===== src/rtl/reed_conditioner_if.sv =====
// Reed conditioner signal bundle: raw reed level and enable in,
// conditioned pulse, period measurement and stop flag out.
interface reed_conditioner_if #(
  parameter int PERIOD_W = 12
) ();
  logic                reed_raw;
  logic                enable;
  logic                reed_pulse;
  logic [PERIOD_W-1:0] period;
  logic                period_valid;
  logic                stopped;

  // Driver of the raw switch and enable; consumer of the conditioned outputs.
  modport master (
    output reed_raw,
    output enable,
    input  reed_pulse,
    input  period,
    input  period_valid,
    input  stopped
  );

  // The conditioner itself.
  modport slave (
    input  reed_raw,
    input  enable,
    output reed_pulse,
    output period,
    output period_valid,
    output stopped
  );
endinterface


===== src/rtl/reed_conditioner.sv =====
// Reed switch conditioner: synchronises and debounces a bouncy wheel reed
// switch, emits one pulse per accepted closure, measures the cycle count
// between consecutive closures and flags a stopped wheel after a timeout.
module reed_conditioner #(
  parameter int DEB_CYCLES = 8,
  parameter int PERIOD_W   = 12,
  parameter int TIMEOUT    = 2000
) (
  input  logic              clock,
  input  logic              reset,
  reed_conditioner_if.slave bus
);

  localparam int DEB_W = $clog2(DEB_CYCLES + 1);
  localparam logic [DEB_W-1:0]    DEB_LAST    = DEB_W'(DEB_CYCLES - 1);
  localparam logic [PERIOD_W-1:0] TIMEOUT_VAL = PERIOD_W'(TIMEOUT);

  typedef enum logic [1:0] {
    ST_OPEN      = 2'd0,
    ST_DEB_CLOSE = 2'd1,
    ST_CLOSED    = 2'd2,
    ST_DEB_OPEN  = 2'd3
  } state_t;

  logic                s1_r;
  logic                s2_r;
  state_t              state_r;
  state_t              state_nxt_s;
  logic [DEB_W-1:0]    deb_cnt_r;
  logic [DEB_W-1:0]    deb_cnt_nxt_s;
  logic                close_s;
  logic                emit_s;
  logic [PERIOD_W-1:0] per_cnt_r;
  logic                pulse_r;
  logic [PERIOD_W-1:0] period_r;
  logic                valid_r;
  logic                stopped_r;

  // Two-flop synchroniser for the asynchronous reed level.
  always_ff @(posedge clock or negedge reset) begin
    if (!reset) begin
      s1_r <= 1'b0;
      s2_r <= 1'b0;
    end else begin
      s1_r <= bus.reed_raw;
      s2_r <= s1_r;
    end
  end

  // Debounce FSM state and counter registers.
  always_ff @(posedge clock or negedge reset) begin
    if (!reset) begin
      state_r   <= ST_OPEN;
      deb_cnt_r <= {DEB_W{1'b0}};
    end else begin
      state_r   <= state_nxt_s;
      deb_cnt_r <= deb_cnt_nxt_s;
    end
  end

  // Debounce next-state logic; close_s marks the accepted closure edge.
  always_comb begin
    state_nxt_s   = state_r;
    deb_cnt_nxt_s = deb_cnt_r;
    close_s       = 1'b0;
    case (state_r)
      ST_OPEN: begin
        if (s2_r) begin
          state_nxt_s   = ST_DEB_CLOSE;
          deb_cnt_nxt_s = {DEB_W{1'b0}};
        end else begin
          state_nxt_s   = ST_OPEN;
          deb_cnt_nxt_s = {DEB_W{1'b0}};
        end
      end
      ST_DEB_CLOSE: begin
        if (!s2_r) begin
          state_nxt_s   = ST_OPEN;
          deb_cnt_nxt_s = {DEB_W{1'b0}};
        end else if (deb_cnt_r == DEB_LAST) begin
          state_nxt_s   = ST_CLOSED;
          deb_cnt_nxt_s = {DEB_W{1'b0}};
          close_s       = 1'b1;
        end else begin
          state_nxt_s   = ST_DEB_CLOSE;
          deb_cnt_nxt_s = deb_cnt_r + DEB_W'(1);
        end
      end
      ST_CLOSED: begin
        if (!s2_r) begin
          state_nxt_s   = ST_DEB_OPEN;
          deb_cnt_nxt_s = {DEB_W{1'b0}};
        end else begin
          state_nxt_s   = ST_CLOSED;
          deb_cnt_nxt_s = {DEB_W{1'b0}};
        end
      end
      ST_DEB_OPEN: begin
        if (s2_r) begin
          state_nxt_s   = ST_CLOSED;
          deb_cnt_nxt_s = {DEB_W{1'b0}};
        end else if (deb_cnt_r == DEB_LAST) begin
          state_nxt_s   = ST_OPEN;
          deb_cnt_nxt_s = {DEB_W{1'b0}};
        end else begin
          state_nxt_s   = ST_DEB_OPEN;
          deb_cnt_nxt_s = deb_cnt_r + DEB_W'(1);
        end
      end
      default: begin
        state_nxt_s   = ST_OPEN;
        deb_cnt_nxt_s = {DEB_W{1'b0}};
      end
    endcase
  end

  // A closure only becomes visible (and affects timing) when enabled.
  assign emit_s = close_s & bus.enable;

  // Pulse, period measurement and stop detection; a pulse beats a timeout
  // arriving on the same edge.
  always_ff @(posedge clock or negedge reset) begin
    if (!reset) begin
      pulse_r   <= 1'b0;
      per_cnt_r <= {PERIOD_W{1'b0}};
      period_r  <= {PERIOD_W{1'b0}};
      valid_r   <= 1'b0;
      stopped_r <= 1'b1;
    end else begin
      pulse_r <= emit_s;
      valid_r <= 1'b0;
      if (emit_s) begin
        per_cnt_r <= PERIOD_W'(1);
        if (stopped_r) begin
          stopped_r <= 1'b0;
        end else begin
          period_r <= per_cnt_r;
          valid_r  <= 1'b1;
        end
      end else if (per_cnt_r == TIMEOUT_VAL) begin
        stopped_r <= 1'b1;
      end else begin
        per_cnt_r <= per_cnt_r + PERIOD_W'(1);
      end
    end
  end

  assign bus.reed_pulse   = pulse_r;
  assign bus.period       = period_r;
  assign bus.period_valid = valid_r;
  assign bus.stopped      = stopped_r;

endmodule


===== src/flat_wrapper.sv =====
// flat-port wrapper written by rule: the top's interface ports become plain ports
module reed_conditioner_flat 
#(
  parameter int DEB_CYCLES = 8,
  parameter int PERIOD_W   = 12,
  parameter int TIMEOUT    = 2000
)
  (clock, reset, bus_reed_raw, bus_enable, bus_reed_pulse, bus_period, bus_period_valid, bus_stopped);
  reed_conditioner_if #(.PERIOD_W(PERIOD_W)) bus_i ();
  input  logic clock;
  input  logic reset;
  input wire logic [$bits(bus_i.reed_raw)-1:0] bus_reed_raw;
  input wire logic [$bits(bus_i.enable)-1:0] bus_enable;
  output wire logic [$bits(bus_i.reed_pulse)-1:0] bus_reed_pulse;
  output wire logic [$bits(bus_i.period)-1:0] bus_period;
  output wire logic [$bits(bus_i.period_valid)-1:0] bus_period_valid;
  output wire logic [$bits(bus_i.stopped)-1:0] bus_stopped;
  assign bus_i.reed_raw = bus_reed_raw;
  assign bus_i.enable = bus_enable;
  assign bus_reed_pulse = bus_i.reed_pulse;
  assign bus_period = bus_i.period;
  assign bus_period_valid = bus_i.period_valid;
  assign bus_stopped = bus_i.stopped;
  reed_conditioner #(.DEB_CYCLES(DEB_CYCLES), .PERIOD_W(PERIOD_W), .TIMEOUT(TIMEOUT)) u_core (.clock(clock), .reset(reset), .bus(bus_i));
endmodule

===== config.mk =====
export PLATFORM = sky130hd
export DESIGN_NAME = reed_conditioner_flat
export DESIGN_NICKNAME = d
export VERILOG_FILES = /design/src/rtl/reed_conditioner_if.sv /design/src/rtl/reed_conditioner.sv /design/src/flat_wrapper.sv
export SDC_FILE = /design/constraint.sdc
export NUM_CORES = 1
export LEC_CHECK = 0
export CORE_UTILIZATION = 55
export CTS_CLUSTER_SIZE = 20
export DETAILED_ROUTE_END_ITERATION = 8
export PLACE_DENSITY = 0.79
export REMOVE_ABC_BUFFERS = 1
export SLEW_MARGIN = 20
export SYNTH_ARGS = -nofsm -noshare
export SYNTH_HDL_FRONTEND = slang
export SYNTH_SLANG_ARGS = --single-unit

===== constraint.sdc =====
create_clock -name clock -period 4.46 [get_ports clock]
set_clock_uncertainty 0.05 [all_clocks]
set_input_delay 0.892 -clock clock [delete_from_list [all_inputs] [get_ports clock]]
set_output_delay 0.892 -clock clock [all_outputs]
set_load 0.02 [all_outputs]

### Yosys cells after proc, flatten, opt, wreduce, memory -nomap -nowiden

Cells that the tools add are included.

* register bits after elaboration: 35
* output and inout bits: 15
* word-level logic and storage cells: 43

* add/subtract/negate cells: 2
* equality and inequality tests: 6
* multiplexer cells: 20
* bitwise gates (word level): 2
* reductions and logical operators: 4

Operators with widths (count)
* 12-bit two-way mux: 2
* 12-bit by 1-bit adder with 12-bit output (second input constant): 1
* 12-bit by 11-bit == test with 1-bit output (second input constant): 1
* 4-bit two-way mux: 3
* 4-bit case mux with 3 select lines: 1
* 1-bit two-way mux: 9
* 2-bit two-way mux: 4
* 2-bit case mux with 4 select lines: 1
* 4-bit by 1-bit adder with 4-bit output (second input constant): 1
* 2-bit == test (second input constant): 2
* 4-bit by 3-bit == test with 1-bit output (second input constant): 1
* 2-bit by 1-bit == test with 1-bit output (second input constant): 1
* 2-bit logical NOT: 1
* 2-bit by 1-bit != test with 1-bit output (second input constant): 1
* 2-bit AND reduction: 1
* 2-bit nonzero test: 1
* 2-bit OR reduction: 1
* 1-bit bitwise AND: 1
* 1-bit inverter: 1

### Depth between registers and ports, before layout

Gate-level depths: netlist of the first run.

* word-level depth: 6
* mapped depth: 5
* depth with buffers taken out: 5

### Worst setup path before layout of the first run

OpenSTA, ideal clock, no wires.

* path kind: input port to flip-flop
* from: input port bus_enable
* to: register u_core.period_r[10] (netlist: u_core.bus.period[10])
* arrival: 1.723 ns
* required time: 4.285 ns
* path slack: 2.562 ns
* stages on the path: 4
* buffers on the path: 1
* cells stage by stage: nand3b_1 > nor3_2 > buf_6 > mux2_2

* word-level cells in the longest chain between the ends: 2

Ends and longest elaborated chain
* start, declared: RTL line flat_wrapper.sv:13 `input wire logic [$bits(bus_i.enable)-1:0] bus_enable;`
* 1-bit bitwise AND: RTL line reed_conditioner.sv:118 `assign emit_s = close_s & bus.enable;`
* 2-bit AND reduction (no source line)
* end signal, assigned: RTL line reed_conditioner.sv:126 `period_r <= {PERIOD_W{1'b0}};`
* end signal, assigned: RTL line reed_conditioner.sv:137 `period_r <= per_cnt_r;`
* end, declared: RTL line reed_conditioner.sv:35 `logic [PERIOD_W-1:0] period_r;`

No other way between the ends.
A chain may end at the register's enable or synchronous reset.

### Final worst setup path of the first run

* from: register u_core.stopped_r (netlist: u_core.bus.stopped)
* to: output port bus_stopped

RTL lines
* start, declared: RTL line reed_conditioner.sv:37 `logic stopped_r;`
* start signal, assigned: RTL line reed_conditioner.sv:128 `stopped_r <= 1'b1;`
* start signal, assigned: RTL line reed_conditioner.sv:135 `stopped_r <= 1'b0;`
* start signal, assigned: RTL line reed_conditioner.sv:141 `stopped_r <= 1'b1;`
* end, declared: RTL line flat_wrapper.sv:17 `output wire logic [$bits(bus_i.stopped)-1:0] bus_stopped;`

No word-level cell between the ends.

==> run_results.csv, run 1 <==
group,metric,value,unit
clocking,ctsHoldBuffers,0,
yosys,yosysUniqueCellTypes,37,
routing,dr.pass1.iters,4,
pwr,p_leak,0.854,nW
placed_design,place_hpwl,2030,um
worst_setup_path,cp_num_buf_inv,1,
clocking,clkTransAtPathRegs,0.10,ns
floorplan,core_area,2570,um2
worst_setup_path,max_stage_delay,0.61,ns
worst_setup_path,crit_required,3.52,ns
pwr,total_power,0.607,mW
pwr,p_int,0.471,mW
worst_setup_path,cp-start-kind,"flip-flop",
sta,worstMarginPinSlew,0.995,ns
yosys,mappedNetlistArea,1550,um2
floorplan,die_y,55.1,um
clocking,clockBufferDepth,2,
yosys,yosys.area.top_type_share,54.8,%
floorplan,dieWidth,55.1,um
clocking,cts_made_buffers,5,
clocking,cts_tree,"done",
routing,ant_nets,0,
min_path,hp-class,"reg2reg",
worst_setup_path,cpLargestDelayFamily,"buffers and inverters",
floorplan,pin_count,19,
clocking,post_cts_buffers,0,
routing,drt-initial-drc-count,28,
placed_design,port_buffers,18,
pwr,ir_worst_vdd,0.000298,V
layout,ff_latch_area,877,um2
layout,area_growth,18.1,%
sta,finalMaxSlewViolations,0,
pwr,power_frac_clock,39.0,%
yosys,netlist_instances,126,
sta,hold_viol_final,0,
routing,wl_per_cell,16.4,um
clocking,htreeDepth,2,
routing,via_per_inst,6.03,
clocking,cts_root_buf,"clkbuf_4",
layout,nFillCells,187,
grt,grt_pass1_wl,4680,um
worst_setup_path,critPathKind,"reg2out",
grt,grt_max_degree,36,
sta,setup_viol,0,
layout,num_antenna_cells,0,
pwr,p_per_area,331,nW/um2
grt,grt_pass1_vias,1081,
yosys,postSynthAreaPerCell,12.3,um2
floorplan,rows,18,
routing,vias,1085,
sta,setup_tns,0,ns
clocking,clkSinkCount,35,
yosys,synth_seq_cells,35,
flow_run,drv_cap,0,
sta,fmax,409,MHz
yosys,synth-seq-area-share,56.5,%
pwr,p_switching,0.137,mW
pwr,seqPwrFrac,55.1,%
pwr,switching_share,22.5,%
floorplan,die_area,3040,um2
layout,multi_input_area,631,um2
worst_setup_path,critPathSlowestCell,"clkdlybuf4s50_1",
clocking,clock_latency,0.34,ns
grt,grt_usage,23.2,%
sta,max-slew-margin-rel,33.4,%
pwr,p_comb_share,5.9,%
worst_setup_path,crit_chain,"clkdlybuf4s50_1",
yosys,ys_warn_count,0,
sta,rsz0062_at_grt,"no",
layout,mostFrequentLayoutCells,"dfrtp_1, clkdlybuf4s50_1, mux2_2",
routing,wirelength,2950,um
layout,drive_above_1_share,20.0,%
worst_setup_path,cp_max_fo,3,
sta,fin_crit_sh,54.8,%
placed_design,gp_congestion,0.804,
sta,period_needed,2.44,ns
clocking,cts_resized,0,
routing,drc,0,
yosys,synth_top_cell_by_area,"dfrtp_1",
worst_setup_path,arrival,1.50,ns
layout,final_common_cell,"dfrtp_1",
layout,layout.nets,156,
yosys,synth_area_leaders,"dfrtp_1, mux2_2, a21oi_1",
grt,antenna_found_initial,0,
grt,grt_overflow,0,
worst_setup_path,crit_path_end_kind,"output port",
floorplan,initial_core_util,60.5,%
outcome,status,"complete, no violations",
## metrics by stage
| stage | std cells | utilization (%) | instance area [um2] | setup WS, ns | hold WS (ns) |
|---|---|---|---|---|---|
| after CTS | 180 | 71.4 | 1830 | 1.99 | 0.314 |
| after floorplan | 123 | - | 1520 | 2.37 | 0.281 |
| after global placement | 172 | 68.1 | 1750 | 1.72 | 0.284 |
| final | 180 | 71.4 | 1830 | 2.02 | 0.309 |
| after global routing | 180 | 71.4 | 1830 | 1.97 | 0.324 |
| after detailed placement | 172 | 68.1 | 1750 | 1.67 | 0.290 |
## cells in the mapped netlist
library cell and n:
nor3_2 1, nand4bb_1 1, or3_1 2, or3_2 2, xnor2_1 2, nand3b_1 1
o311ai_0 1, nand3_1 6, inv_1 4, o31ai_1 3, nor3b_1 1, o21ai_0 4
ha_1 3, nand2b_1 2, and4bb_2 1, dfstp_2 1, a21o_1 1, nand4_4 1
nand4_1 4, o41ai_1 1, a31oi_1 1, buf_4 1, dfrtp_1 34, or4_1 3
nor2_1 8, and2_1 1, nand4b_2 1, nand2_1 4, nor3_1 1, mux2_2 13
and3_1 1, a31o_2 1, mux2i_1 1, a21oi_1 9, xor2_1 2, buf_6 2
and4_1 1
## power by group through the flow
stage / clock [mW] / sequential (mW) / combinational (mW)
2_1_floorplan: 0 / 0.337 / 0.0219
3_3_place_gp: 0 / 0.340 / 0.0340
3_5_place_dp: 0 / 0.341 / 0.0362
4_1_cts: 0.243 / 0.334 / 0.0367
5_1_grt: 0.256 / 0.336 / 0.0413
6_report: 0.237 / 0.335 / 0.0359
## routing by layer
layer	track usage [%]	vias up	wire [um]
met5	0	-	0
met4	14.2	0	25
met3	5.74	4	160
met2	39.8	40	1480
met1	25.6	530	1290
li1	-	511	-
## kinds of logic (layout without fill, tap and decap cells)
| logic type | Yosys count | in the layout | share of synthesized area [%] |
|---|---|---|---|
| buffers and inverters | 7 | 31 | 2.90 |
| AND/OR/NAND/NOR | 42 | 42 | 17.6 |
| flip-flops | 35 | 35 | 56.5 |
| XOR/XNOR | 4 | 4 | 2.26 |
| AO/OA/AOI/OAI | 21 | 21 | 8.22 |
| adder cells (fa/ha/maj) | 3 | 3 | 2.42 |
| multiplexers | 14 | 14 | 10.1 |
## state kept, by name, summed over array words and instances (netlist names)
| name | cells |
|---|---|
| u_core.bus.stopped | 1 |
| u_core.bus.reed_pulse | 1 |
| u_core.per_cnt_r | 12 |
| u_core.bus.period | 12 |
| u_core.bus.period_valid | 1 |
| u_core.state_r | 2 |
| u_core.s1_r | 1 |
| u_core.deb_cnt_r | 4 |
| u_core.s2_r | 1 |
## worst paths after layout
path	from	endpoint	slack, ns	cells after the start
max in group asynchronous	reset	u_core.bus.stopped	3.13	2
min in group asynchronous	reset	u_core.bus.period[9]	0.88	2
min	u_core.s1_r	u_core.s2_r	0.31	0
max reg2reg	u_core.deb_cnt_r[0]	u_core.bus.period[11]	2.29	4
max	u_core.bus.stopped	bus_stopped	2.02	1
min reg2reg	u_core.s1_r	u_core.s2_r	0.31	0
## area by class of cell
| type | instances | area share, % |
|---|---|---|
| flip-flops and latches | 35 | 47.8 |
| clock inverters | 2 | 1.91 |
| multi-input cells | 84 | 34.4 |
| inverters | 4 | 0.819 |
| repair buffers | 19 | 10.2 |
| clock buffers | 6 | 2.80 |
| well taps | 30 | 2.05 |
Power figures use the tool's default switching activity.
==> inputs of run 2 (changes only) <==
- CORE_UTILIZATION: 55 -> 49
- PLACE_DENSITY: 0.79 -> 0.74
- clock period: 4.46 -> 2.1 ns (I/O delays scaled with it)
==> run_results.csv, run 2 (synthesized netlist as in run 1, its figures left out) <==
group,metric,value,unit
layout,area_growth,19.1,%
routing,via_per_inst,5.49,
worst_setup_path,critPathSlowestCell,"clkdlybuf4s50_1",
layout,layout.nets,158,
clocking,clock_latency,0.34,ns
worst_setup_path,r2r-start,"u_core.deb_cnt_r[0]",
placed_design,place_hpwl,1850,um
routing,wl_met1,1190,um
sta,finalMaxSlewViolations,0,
outcome,status,"complete, but fails checks",
worst_setup_path,critPathKind,"reg2out",
outcome,violations,"design-rule violations",
sta,fmax,510,MHz
layout,design_area,1850,um2
clocking,clkSinkCount,35,
sta,setup_tns,0,ns
floorplan,initial_core_util,51.3,%
grt,grt_usage,18.5,%
routing,drc,1,
worst_setup_path,cpLargestDelayFamily,"buffers and inverters",
placed_design,gp_congestion,0.761,
worst_setup_path,reg2reg_depth,5,
floorplan,die_y,58.3,um
grt,grt_max_degree,36,
min_path,min_to,"u_core.s2_r",
sta,hold_viol_final,0,
grt,grt_pass1_vias,1056,
min_path,hp-start,"u_core.s1_r",
pwr,total_power,1.19,mW
worst_setup_path,crit_required,1.63,ns
routing,route.met2.wl,1320,um
clocking,cts_resized,0,
routing,ant_nets,0,
sta,fin_crit_sh,93.4,%
min_path,holdPathStages,0,
worst_setup_path,crit_path_end_kind,"output port",
floorplan,pin_count,19,
routing,dr.pass1.iters,6,
sta,period_needed,1.96,ns
worst_setup_path,r2r_setup_slack,0.33,ns
sta,worstMarginPinSlew,0.421,ns
sta,layout_setup_ws,0.140,ns
worst_setup_path,arrival,1.49,ns
sta,setup_viol,0,
floorplan,dieWidth,58.3,um
floorplan,core_area,3030,um2
placed_design,dp_slack,0.234,ns
sta,rsz0062_at_grt,"no",
clocking,clockBufferDepth,2,
clocking,cts_made_buffers,5,
layout,num_antenna_cells,0,
placed_design,port_buffers,18,
layout,mostFrequentLayoutCells,"dfrtp_1, clkdlybuf4s50_1, mux2_2",
clocking,clkTransAtPathRegs,0.09,ns
flow_run,drv_cap,0,
routing,vias,1076,
placed_design,placed_area,1780,um2
worst_setup_path,cp_max_fo,3,
routing,routed-wl-met3,114,um
pwr,p_leak,0.856,nW
clocking,ctsHoldBuffers,0,
routing,highest_layer,"met4",
grt,grt_overflow,0,
layout,final_common_cell,"dfrtp_1",
routing,drt-initial-drc-count,15,
grt,antenna_found_initial,0,
worst_setup_path,max_stage_delay,0.60,ns
floorplan,rows,20,
worst_setup_path,crit_chain,"clkdlybuf4s50_1",
sta,max-slew-margin-rel,71.9,%
worst_setup_path,timing.rr.end,"u_core.bus.period[7]",
layout,drive_above_1_share,20.4,%
grt,grt_pass1_wl,4570,um
routing,wirelength,2680,um
clocking,cts_tree,"done",
min_path,hp-class,"reg2reg",
routing,wl_per_cell,13.7,um
worst_setup_path,cp-start-kind,"flip-flop",
clocking,cts_root_buf,"clkbuf_4",
clocking,htreeDepth,2,
worst_setup_path,cp_num_buf_inv,1,
pwr,p_per_area,642,nW/um2
floorplan,die_area,3400,um2
pwr,ir_worst_vdd,0.000414,V
clocking,post_cts_buffers,0,
-- run 2: cell types whose count changed in the layout (fill, tap and decap cells not counted), sizes merged --
cell / previous run / this run
bufinv: 1 / 0
clkbuf: 6 / 8
clkinv: 1 / 0
buf: 1 / 3
-- run 2: metrics by stage --
step                util [%]  instances  hold slack (ns)
detailed placement      58.8        188            0.288
finish                  61.1        196            0.308
floorplan                  -        123           0.0744
CTS                     61.1        196            0.310
global route            61.1        196            0.341
global placement        58.8        188            0.283
-- run 2: layer usage --
metal,up-vias,GRT usage [%]
met5,-,0
met2,22,30.0
met4,0,9.86
li1,512,-
met1,536,21.6
met3,6,6.59
-- run 2: layout make-up --
class,count,area [um2]
Tap cell,44,55.1
Fill cell,236,1180
Clock buffer,8,68.8
Sequential cell,35,877
Multi-Input combinational cell,84,631
Timing Repair Buffer,21,203
Inverter,4,15.0
-- run 2: how the worst max path moves through the flow --
stage / from / endpoint / cells past startpoint
finish: u_core.bus.stopped / bus_stopped / 1
global route: u_core.bus.stopped / bus_stopped / 1
CTS: u_core.bus.stopped / bus_stopped / 1
detailed placement: bus_enable / u_core.bus.period[8] / 5
global placement: bus_enable / u_core.bus.period[1] / 5
floorplan: u_core.deb_cnt_r[0] / u_core.bus.period[0] / 4
-- run 2: power breakdown --
| group | total (mW) | internal (mW) | leakage (nW) | switching (mW) |
|---|---|---|---|---|
| Sequential | 0.709 | 0.688 | 0.454 | 0.0213 |
| Combinational | 0.0748 | 0.0311 | 0.363 | 0.0437 |
| Clock | 0.404 | 0.197 | 0.0386 | 0.207 |
| Total | 1.19 | 0.916 | 0.856 | 0.272 |
